--- src/rtl/i2s_tx_serializer.sv ---
// I2S transmitter: pops 16-bit PCM words from the audio FIFO read port and serialises L/R slots.
// Optional `I2S_TX_HOLD_LAST_EN: an underrun slot repeats the last good word of that channel.
module i2s_tx_serializer #(
    parameter int DATA_WIDTH = 16,
    parameter int SLOT_WIDTH = 16,
    parameter int BCLK_DIV   = 4
) (
    input  logic                  clk,
    input  logic                  rst,
    input  logic                  enable,
    input  logic [DATA_WIDTH-1:0] fifo_rd_data,
    input  logic                  fifo_rd_vld,
    output logic                  fifo_rd_en,
    output logic                  i2s_bclk,
    output logic                  i2s_lrck,
    output logic                  i2s_sdata,
    output logic                  underrun,
    output logic                  busy
);

    localparam int DIV_W = (BCLK_DIV > 2) ? $clog2(BCLK_DIV) : 1;
    localparam int BIT_W = $clog2(2 * SLOT_WIDTH);
    localparam int PAD   = SLOT_WIDTH - DATA_WIDTH;

    localparam logic [DIV_W-1:0] DIV_LAST    = DIV_W'(BCLK_DIV - 1);
    localparam logic [DIV_W-1:0] DIV_HALF    = DIV_W'(BCLK_DIV / 2);
    localparam logic [BIT_W-1:0] LEFT_LAST   = BIT_W'(SLOT_WIDTH - 1);
    localparam logic [BIT_W-1:0] RIGHT_FIRST = BIT_W'(SLOT_WIDTH);
    localparam logic [BIT_W-1:0] RIGHT_LAST  = BIT_W'(2 * SLOT_WIDTH - 1);

    typedef enum logic [1:0] {
        IDLE  = 2'd0,
        ARM   = 2'd1,
        RUN   = 2'd2,
        DRAIN = 2'd3
    } state_t;

    state_t               state_q, state_d;
    logic [DIV_W-1:0]     div_cnt_q, div_cnt_d;
    logic [BIT_W-1:0]     bit_cnt_q, bit_cnt_d;
    // Bit SLOT_WIDTH is the next bit to drive; it carries the previous word's LSB across slots.
    logic [SLOT_WIDTH:0]  sr_q, sr_d;
    logic                 bclk_q, bclk_d;
    logic                 lrck_q, lrck_d;
    logic                 sdata_q, sdata_d;
    logic                 busy_q, busy_d;

`ifdef I2S_TX_HOLD_LAST_EN
    logic [SLOT_WIDTH-1:0] hold_l_q, hold_l_d;
    logic [SLOT_WIDTH-1:0] hold_r_q, hold_r_d;
`endif

    logic                  div_wrap;
    logic                  slot_end;
    logic                  load_pt;
    logic                  to_right;
    logic                  want_word;
    logic                  run_pop;
    logic                  arm_pop;
    logic [SLOT_WIDTH-1:0] rd_word;
    logic [SLOT_WIDTH-1:0] load_word;

    always_comb begin
        div_wrap  = (div_cnt_q == DIV_LAST);
        slot_end  = (bit_cnt_q == LEFT_LAST) || (bit_cnt_q == RIGHT_LAST);
        load_pt   = (state_q == RUN) && div_wrap && slot_end;
        to_right  = (bit_cnt_q == LEFT_LAST);
        // A right slot is always fetched so a started frame completes even after enable drops.
        want_word = enable || to_right;
        run_pop   = load_pt && want_word && fifo_rd_vld;
        arm_pop   = (state_q == ARM) && fifo_rd_vld;
        rd_word   = SLOT_WIDTH'(fifo_rd_data) << PAD;
`ifdef I2S_TX_HOLD_LAST_EN
        load_word = fifo_rd_vld ? rd_word : (to_right ? hold_r_q : hold_l_q);
`else
        load_word = fifo_rd_vld ? rd_word : '0;
`endif
        fifo_rd_en = !rst && (run_pop || arm_pop);
        underrun   = !rst && load_pt && want_word && !fifo_rd_vld;
    end

    always_comb begin
        state_d   = state_q;
        div_cnt_d = div_cnt_q;
        bit_cnt_d = bit_cnt_q;
        sr_d      = sr_q;
        sdata_d   = sdata_q;
`ifdef I2S_TX_HOLD_LAST_EN
        hold_l_d  = hold_l_q;
        hold_r_d  = hold_r_q;
`endif
        case (state_q)
            IDLE: begin
                div_cnt_d = '0;
                bit_cnt_d = '0;
                sr_d      = '0;
                sdata_d   = 1'b0;
                if (enable) state_d = ARM;
            end
            ARM: begin
                sdata_d = 1'b0;
                if (fifo_rd_vld) begin
                    state_d   = RUN;
                    div_cnt_d = '0;
                    bit_cnt_d = '0;
                    sr_d      = {rd_word, 1'b0};
`ifdef I2S_TX_HOLD_LAST_EN
                    hold_l_d  = rd_word;
`endif
                end else if (!enable) begin
                    state_d = IDLE;
                end
            end
            RUN: begin
                div_cnt_d = div_wrap ? '0 : div_cnt_q + 1'b1;
                if (div_wrap) begin
                    sdata_d   = sr_q[SLOT_WIDTH];
                    bit_cnt_d = (bit_cnt_q == RIGHT_LAST) ? '0 : bit_cnt_q + 1'b1;
                    sr_d      = {sr_q[SLOT_WIDTH-1:0], 1'b0};
                    if (load_pt) begin
                        if (want_word) begin
                            sr_d = {load_word, 1'b0};
                        end else begin
                            state_d   = DRAIN;
                            bit_cnt_d = '0;
                            sr_d      = '0;
                        end
                    end
                end
            end
            DRAIN: begin
                div_cnt_d = div_cnt_q + 1'b1;
                if (div_wrap) begin
                    state_d   = IDLE;
                    div_cnt_d = '0;
                    sdata_d   = 1'b0;
                end
            end
            default: state_d = IDLE;
        endcase
`ifdef I2S_TX_HOLD_LAST_EN
        if (run_pop) begin
            if (to_right) hold_r_d = rd_word;
            else          hold_l_d = rd_word;
        end
`endif
        bclk_d = ((state_d == RUN) || (state_d == DRAIN)) && (div_cnt_d >= DIV_HALF);
        lrck_d = (state_d == RUN) && (bit_cnt_d >= RIGHT_FIRST);
        busy_d = (state_d != IDLE);
    end

    always_ff @(posedge clk) begin
        if (rst) begin
            state_q   <= IDLE;
            div_cnt_q <= '0;
            bit_cnt_q <= '0;
            sr_q      <= '0;
            bclk_q    <= 1'b0;
            lrck_q    <= 1'b0;
            sdata_q   <= 1'b0;
            busy_q    <= 1'b0;
`ifdef I2S_TX_HOLD_LAST_EN
            hold_l_q  <= '0;
            hold_r_q  <= '0;
`endif
        end else begin
            state_q   <= state_d;
            div_cnt_q <= div_cnt_d;
            bit_cnt_q <= bit_cnt_d;
            sr_q      <= sr_d;
            bclk_q    <= bclk_d;
            lrck_q    <= lrck_d;
            sdata_q   <= sdata_d;
            busy_q    <= busy_d;
`ifdef I2S_TX_HOLD_LAST_EN
            hold_l_q  <= hold_l_d;
            hold_r_q  <= hold_r_d;
`endif
        end
    end

    assign i2s_bclk  = bclk_q;
    assign i2s_lrck  = lrck_q;
    assign i2s_sdata = sdata_q;
    assign busy      = busy_q;

endmodule
--- config.mk ---
export PLATFORM = sky130hd
export DESIGN_NAME = i2s_tx_serializer
export DESIGN_NICKNAME = d
export VERILOG_FILES = /design/src/rtl/i2s_tx_serializer.sv
export SDC_FILE = /design/constraint.sdc
export NUM_CORES = 1
export LEC_CHECK = 0
export ABC_CLOCK_PERIOD_IN_PS = 5000
export CAP_MARGIN = 15
export CORE_ASPECT_RATIO = 1.4
export CORE_MARGIN = 5
export CORE_UTILIZATION = 66
export CTS_CLUSTER_DIAMETER = 40
export DETAILED_ROUTE_END_ITERATION = 6
export DONT_BUFFER_PORTS = 1
export PLACE_DENSITY = 0.93
export SLEW_MARGIN = 20
export SYNTH_ARGS = -nofsm -noshare
export SYNTH_HDL_FRONTEND = slang
export SYNTH_SLANG_ARGS = --single-unit
--- constraint.sdc ---
create_clock -name clk -period 5 [get_ports clk]
set_input_delay 0.25 -clock clk [delete_from_list [all_inputs] [get_ports clk]]
set_output_delay 0.25 -clock clk [all_outputs]
set_load 0.1 [all_outputs]
==> results.json, run 1 <==
{
  "rsz0062_at_grt": "no",
  "cts-resized-gates": 0,
  "synth_top_cell_area_share_pct": 40.1,
  "clkTransAtPathRegs_ns": 0.08,
  "cts.sink_count": 29,
  "grt_pass1_vias": 1155,
  "synth_top_area_cell": "dfxtp_1",
  "crit_required_ns": 5.26,
  "finalHoldViolations": 0,
  "synthDistinctLibCells": 38,
  "cp-start-kind": "flop",
  "overflow": 0,
  "r2r_end": "sr_q[4]",
  "yosysWarnings": 0,
  "num_antenna_cells": 0,
  "synthArstFlopShare_pct": 0,
  "start_util_pct": 68.1,
  "min_period_over_period_pct": 47.4,
  "htreeDepth": 2,
  "io_buffers": 0,
  "fin_skew_ns": 0.00554,
  "slowest_delay_ns": 0.57,
  "pwr_density_cell_nw_per_um2": 334,
  "fp-row-count": 20,
  "synth_xor_xnor_area_share_pct": 0,
  "cp_top_family": "simple AND/OR/NAND/NOR gates",
  "critPathArrivalTime_ns": 2.63,
  "synth_commonest_cells": "29 x dfxtp_1, 17 x and3_1, 15 x a221o_1",
  "multiInputGateArea_sq_um": 790,
  "netlist_area_sq_um": 1450,
  "cts_buffers": 5,
  "firstDrtPassIters": 4,
  "synth-compound-area-share_pct": 19.9,
  "syn2layout_area_growth_pct": 5.44,
  "max_freq_mhz": 422,
  "drt_iter0_markers": 49,
  "synth_edf_count": 0,
  "period_needed_ns": 2.37,
  "relSlewSlack_pct": 34.0,
  "ys_ff_latch": 29,
  "p_leak_nw": 0.640,
  "io-pin-count": 26,
  "n_fill_cell": 153,
  "synth-simple-area-share_pct": 25.3,
  "fp.dieW_microns": 49.6,
  "synth.net_count": 177,
  "cp-end-kind": "flop",
  "core_area_sq_um": 2130,
  "cts_tree": "built",
  "holdPathStages": 1,
  "post-route-cell-area_sq_um": 1530,
  "grt_max_degree": 17,
  "synth.avg_cell_area_sq_um": 9.79,
  "wl_microns": 3210,
  "drc": 0,
  "critPathKind": "reg -> reg",
  "finalSetupTns_ns": 0,
  "grt_pass1_wl_microns": 5290,
  "die-height_microns": 65.4,
  "drive_above_1_share_pct": 10.7,
  "dpl.hpwl_microns": 2380,
  "cp-endpoint": "sr_q[4]",
  "cts_setup_buffers": 0,
  "drv_cap": 0,
  "status": "completed",
  "synthCells": 148,
  "hold_path.class": "in -> reg",
  "synth_area_leaders": "dfxtp_1 40%, a221o_1 10%, ha_1 7.8%",
  "clock_path_buffers": 2,
  "seqCellArea_sq_um": 581,
  "die-area_sq_um": 3250,
  "synth_fa_ha_area_share_pct": 7.77,
  "worst_pin_slew_ns": 0.989,
  "wl_per_cell_microns": 18.8,
  "crit_fanout": 16,
  "postRouteAntennaNets": 0,
  "synth_seq_area_share_pct": 40.1,
  "slew_viol_final": 0,
  "ir_worst_vdd_mv": 0.275,
  "setup_viol": 0,
  "r2r_slack_ns": 2.63,
  "cp.depth": 6,
  "cts_root_buf": "clkbuf_4",
  "grt_antenna_before_repair": 0,
  "r2r_cells": 6,
  "fin_nets": 178,
  "grt_util_all_layers_pct": 21.4,
  "startpoint": "state_q[1]",
  "reg2reg_from": "state_q[1]",
  "crit_buf_inv": 1,
  "clk_latency_ns": 0.32,
  "place_congestion": 0.833,
  "synth_ff_type": "dfxtp_1",
  "synth_top_family_by_area": "simple AND/OR/NAND/NOR gates",
  "worstPathCellList": "inv_1, ha_1, nor2b_4, nor4_4, and3_1, a221o_1",
  "dpl_cell_area_sq_um": 1460,
  "synth.mux.area_fraction_pct": 0.691,
  "routed-via-count": 1153,
  "viasPerCell": 6.74,
  "yosysMostFrequentCell": "dfxtp_1",
  "cp_slowest_cell": "and3_1"
}
[metal layers]
metal	track usage (%)	vias up	share of wire [%]
li1	-	561	-
met1	23.4	546	40
met2	36.8	40	52
met4	9.51	0	1.8
met3	7.03	6	6.0
met5	0	-	0
[placed cells by master, fill, tap and decap left out, types with 4 or more instances in the layout]
| cell type | count |
|---|---|
| nand2_1 | 4 |
| o21ai_0 | 5 |
| a221o_1 | 15 |
| inv_1 | 4 |
| clkbuf_4 | 5 |
| dfxtp_1 | 29 |
| nor3_1 | 6 |
| and3_1 | 17 |
| a21oi_1 | 8 |
| nor2_1 | 11 |
| ha_1 | 9 |
[metrics by stage]
stage / utilization, % / hold WS (ns) / power (mW) / instances / setup slack (ns)
after floorplan: - / 0.335 / 0.356 / 148 / 0.897
after global placement: 68.8 / 0.323 / 0.365 / 163 / 2.75
after detailed placement: 68.8 / 0.326 / 0.372 / 163 / 2.66
after CTS: 71.8 / 0.0281 / 0.510 / 171 / 2.64
after global routing: 71.8 / 0.0398 / 0.534 / 171 / 2.43
final: 71.8 / 0.0419 / 0.510 / 171 / 2.63
[area by class of cell]
class	instances	share of cell area, %
repair buffers	3	3.93
flip-flops and latches	29	38.0
clock buffers	7	3.60
well taps	22	1.80
multi-input cells	106	51.7
inverters	4	0.983
[worst min path at each step]
stage,from,end,slack [ns]
6_report,rst,busy,0.04
5_1_grt,rst,busy,0.04
4_1_cts,rst,busy,0.03
3_5_place_dp,rst,state_q[0],0.33
3_3_place_gp,rst,sr_q[1],0.32
2_1_floorplan,rst,div_cnt_q[1],0.33
[what timing repair did]
| action | 4_1_cts | 5_1_grt |
|---|---|---|
| endpoints found under the hold margin | 10 | 0 |
| hold buffers | 1 | 0 |
| endpoints found under the setup margin | 0 | 0 |
[worst reg2reg max path: stages, from the launching register on]
cell	delay (ns)
dfxtp_1	0.46
inv_1	0.10
ha_1	0.24
nor2b_4	0.17
nor4_4	0.52
and3_1	0.57
a221o_1	0.24
[report_power, final]
| part | switching (mW) | total, mW | internal (mW) | leakage, nW |
|---|---|---|---|---|
| combinational | 0.0628 | 0.0994 | 0.0366 | 0.374 |
| clock | 0.0736 | 0.140 | 0.0662 | 0.0314 |
| sequential | 0.0283 | 0.271 | 0.242 | 0.235 |
| total | 0.165 | 0.510 | 0.345 | 0.640 |
[cell families after synthesis]
| family | count (synthesis) |
|---|---|
| muxes | 1 |
| AOI/OAI and AO/OA | 37 |
| DFF | 29 |
| buffers and inverters | 13 |
| adders and majority gates | 9 |
| and+or+nand+nor | 59 |
Note: power is estimated with default switching activity, not from simulation.
==> inputs of run 2 (changes only) <==
ABC_CLOCK_PERIOD_IN_PS = 2440   (was 5000)
CORE_UTILIZATION = 61   (was 66)
PLACE_DENSITY = 0.88   (was 0.93)
clock period = 2.44 ns   (was 5 ns; I/O delays follow)
==> results.json, run 2 (synthesized netlist as in run 1, its figures left out) <==
{
  "grt_antenna_before_repair": 0,
  "routed-via-count": 1175,
  "place_ws_ns": 0.218,
  "cp-endpoint": "fifo_rd_en",
  "num_antenna_cells": 0,
  "slowest_delay_ns": 0.37,
  "finalHoldViolations": 0,
  "finalSetupTns_ns": 0,
  "grt_max_degree": 17,
  "fp.dieW_microns": 51.2,
  "final_common_cell": "dfxtp_1",
  "drv_cap": 0,
  "fin_nets": 183,
  "grt_util_all_layers_pct": 21.1,
  "ir_worst_vdd_mv": 0.436,
  "pwr_density_cell_nw_per_um2": 656,
  "cts_buffers": 5,
  "crit_fanout": 3,
  "drt_iter0_markers": 33,
  "crit_required_ns": 2.32,
  "worstPathCellList": "ha_2, and3_1, ha_1, a21oi_1, buf_4, nor2_1, nor2_1, nor3b_4, buf_12",
  "grt_pass1_wl_microns": 5400,
  "p_leak_nw": 0.663,
  "dpl.hpwl_microns": 2140,
  "setup_viol": 0,
  "worst_pin_slew_ns": 0.957,
  "cp.depth": 9,
  "drive_above_1_share_pct": 15.5,
  "drc": 0,
  "core_area_sq_um": 2340,
  "critPathKind": "reg -> out",
  "firstDrtPassIters": 4,
  "fp-row-count": 21,
  "io_buffers": 0,
  "critPathArrivalTime_ns": 2.19,
  "cts_tree": "built",
  "crit_top_cell": "nor2_1",
  "layout_common_cells": "28 x dfxtp_1, 17 x and3_1, 15 x a221o_1",
  "period_needed_ns": 2.32,
  "place_congestion": 0.808,
  "htreeDepth": 2,
  "cp_slowest_cell": "dfxtp_1",
  "slew_viol_final": 0,
  "cp-start-kind": "flop",
  "status": "completed",
  "clkTransAtPathRegs_ns": 0.09,
  "io-pin-count": 26,
  "min_period_over_period_pct": 94.9,
  "hold_path.class": "in -> reg",
  "syn2layout_area_growth_pct": 9.07,
  "postRouteAntennaNets": 0,
  "viasPerCell": 6.60,
  "clock_path_buffers": 2,
  "r2r_cells": 5,
  "fin_skew_ns": 0.00562,
  "overflow": 0,
  "die-area_sq_um": 3460,
  "cts_root_buf": "clkbuf_4",
  "r2r_end": "sr_q[8]",
  "grt_pass1_vias": 1221,
  "r2r_slack_ns": 0.23,
  "reg2reg_from": "state_q[1]",
  "cts_setup_buffers": 0,
  "final.setup.worst_slack_ns": 0.123,
  "crit_buf_inv": 2,
  "start_util_pct": 62.0,
  "cp-end-kind": "primary output",
  "rsz0062_at_grt": "no",
  "die-height_microns": 67.7,
  "max_freq_mhz": 432,
  "cp_top_family": "simple AND/OR/NAND/NOR gates",
  "cts.sink_count": 29,
  "relSlewSlack_pct": 36.1,
  "power_mw": 1.04,
  "wl_microns": 3120,
  "clk_latency_ns": 0.33,
  "wl_per_cell_microns": 17.5
}
[run 2: cell count changes in the layout (fill, tap and decap cells not counted), moves of 2 or more]
| cell | delta |
|---|---|
| buf_4 | +4 |
| clkbuf_16 | -2 |
| clkinv_2 | +2 |
| dlygate4sd3_1 | +2 |
| ha_1 | -2 |
[run 2: worst min-delay path by stage]
stage	start	end	slack, ns	cells after the start
6_report	fifo_rd_vld	div_cnt_q[1]	0.03	3
5_1_grt	fifo_rd_data[4]	sr_q[5]	0.02	2
4_1_cts	fifo_rd_vld	div_cnt_q[1]	0.01	3
3_5_place_dp	rst	sr_q[1]	0.20	1
3_3_place_gp	rst	sr_q[1]	0.20	1
2_1_floorplan	rst	div_cnt_q[1]	0.21	1
[run 2: where the power goes]
group          switching, mW  leakage, nW  internal, mW
clock                  0.161       0.0320         0.109
combinational          0.131        0.396        0.0823
sequential            0.0573        0.235         0.496
[run 2: stage by stage]
step | area (sq um) | std cells | hold WS [ns] | utilization, %
global placement | 1470 | 167 | 0.195 | 62.7
CTS | 1550 | 178 | 0.0122 | 66.2
finish | 1580 | 178 | 0.0251 | 67.6
detailed placement | 1470 | 167 | 0.197 | 62.7
floorplan | 1480 | 148 | 0.207 | -
global route | 1580 | 178 | 0.0151 | 67.6
[run 2: cell type report]
type	count	area, sq um
clock buffer	6	41.3
multi-input combinational	106	823
inverter	4	15.0
clock inverter	2	10.0
fill	192	758
tap	23	28.8
timing repair buffer	8	80.1
sequential	29	582
[run 2: tightest hold or removal path, delay by kind of cell]
kind / cells / cell delay, ns
AO/OA/AOI/OAI: 1 / 0.07
AND/OR/NAND/NOR: 2 / 0.10
[run 2: metal layers]
| layer | track usage, % | up-vias | share of wire, % |
|---|---|---|---|
| met4 | 12.5 | 0 | 3.1 |
| li1 | - | 575 | - |
| met1 | 22.4 | 549 | 40 |
| met2 | 34.5 | 42 | 49 |
| met3 | 9.27 | 9 | 8.4 |
| met5 | 0 | - | 0 |
[run 2: what timing repair did]
action,in CTS,in global routing
endpoints found under the setup margin,0,17
endpoints found under the hold margin,12,0
hold buffers,3,0
resized for setup,0,8
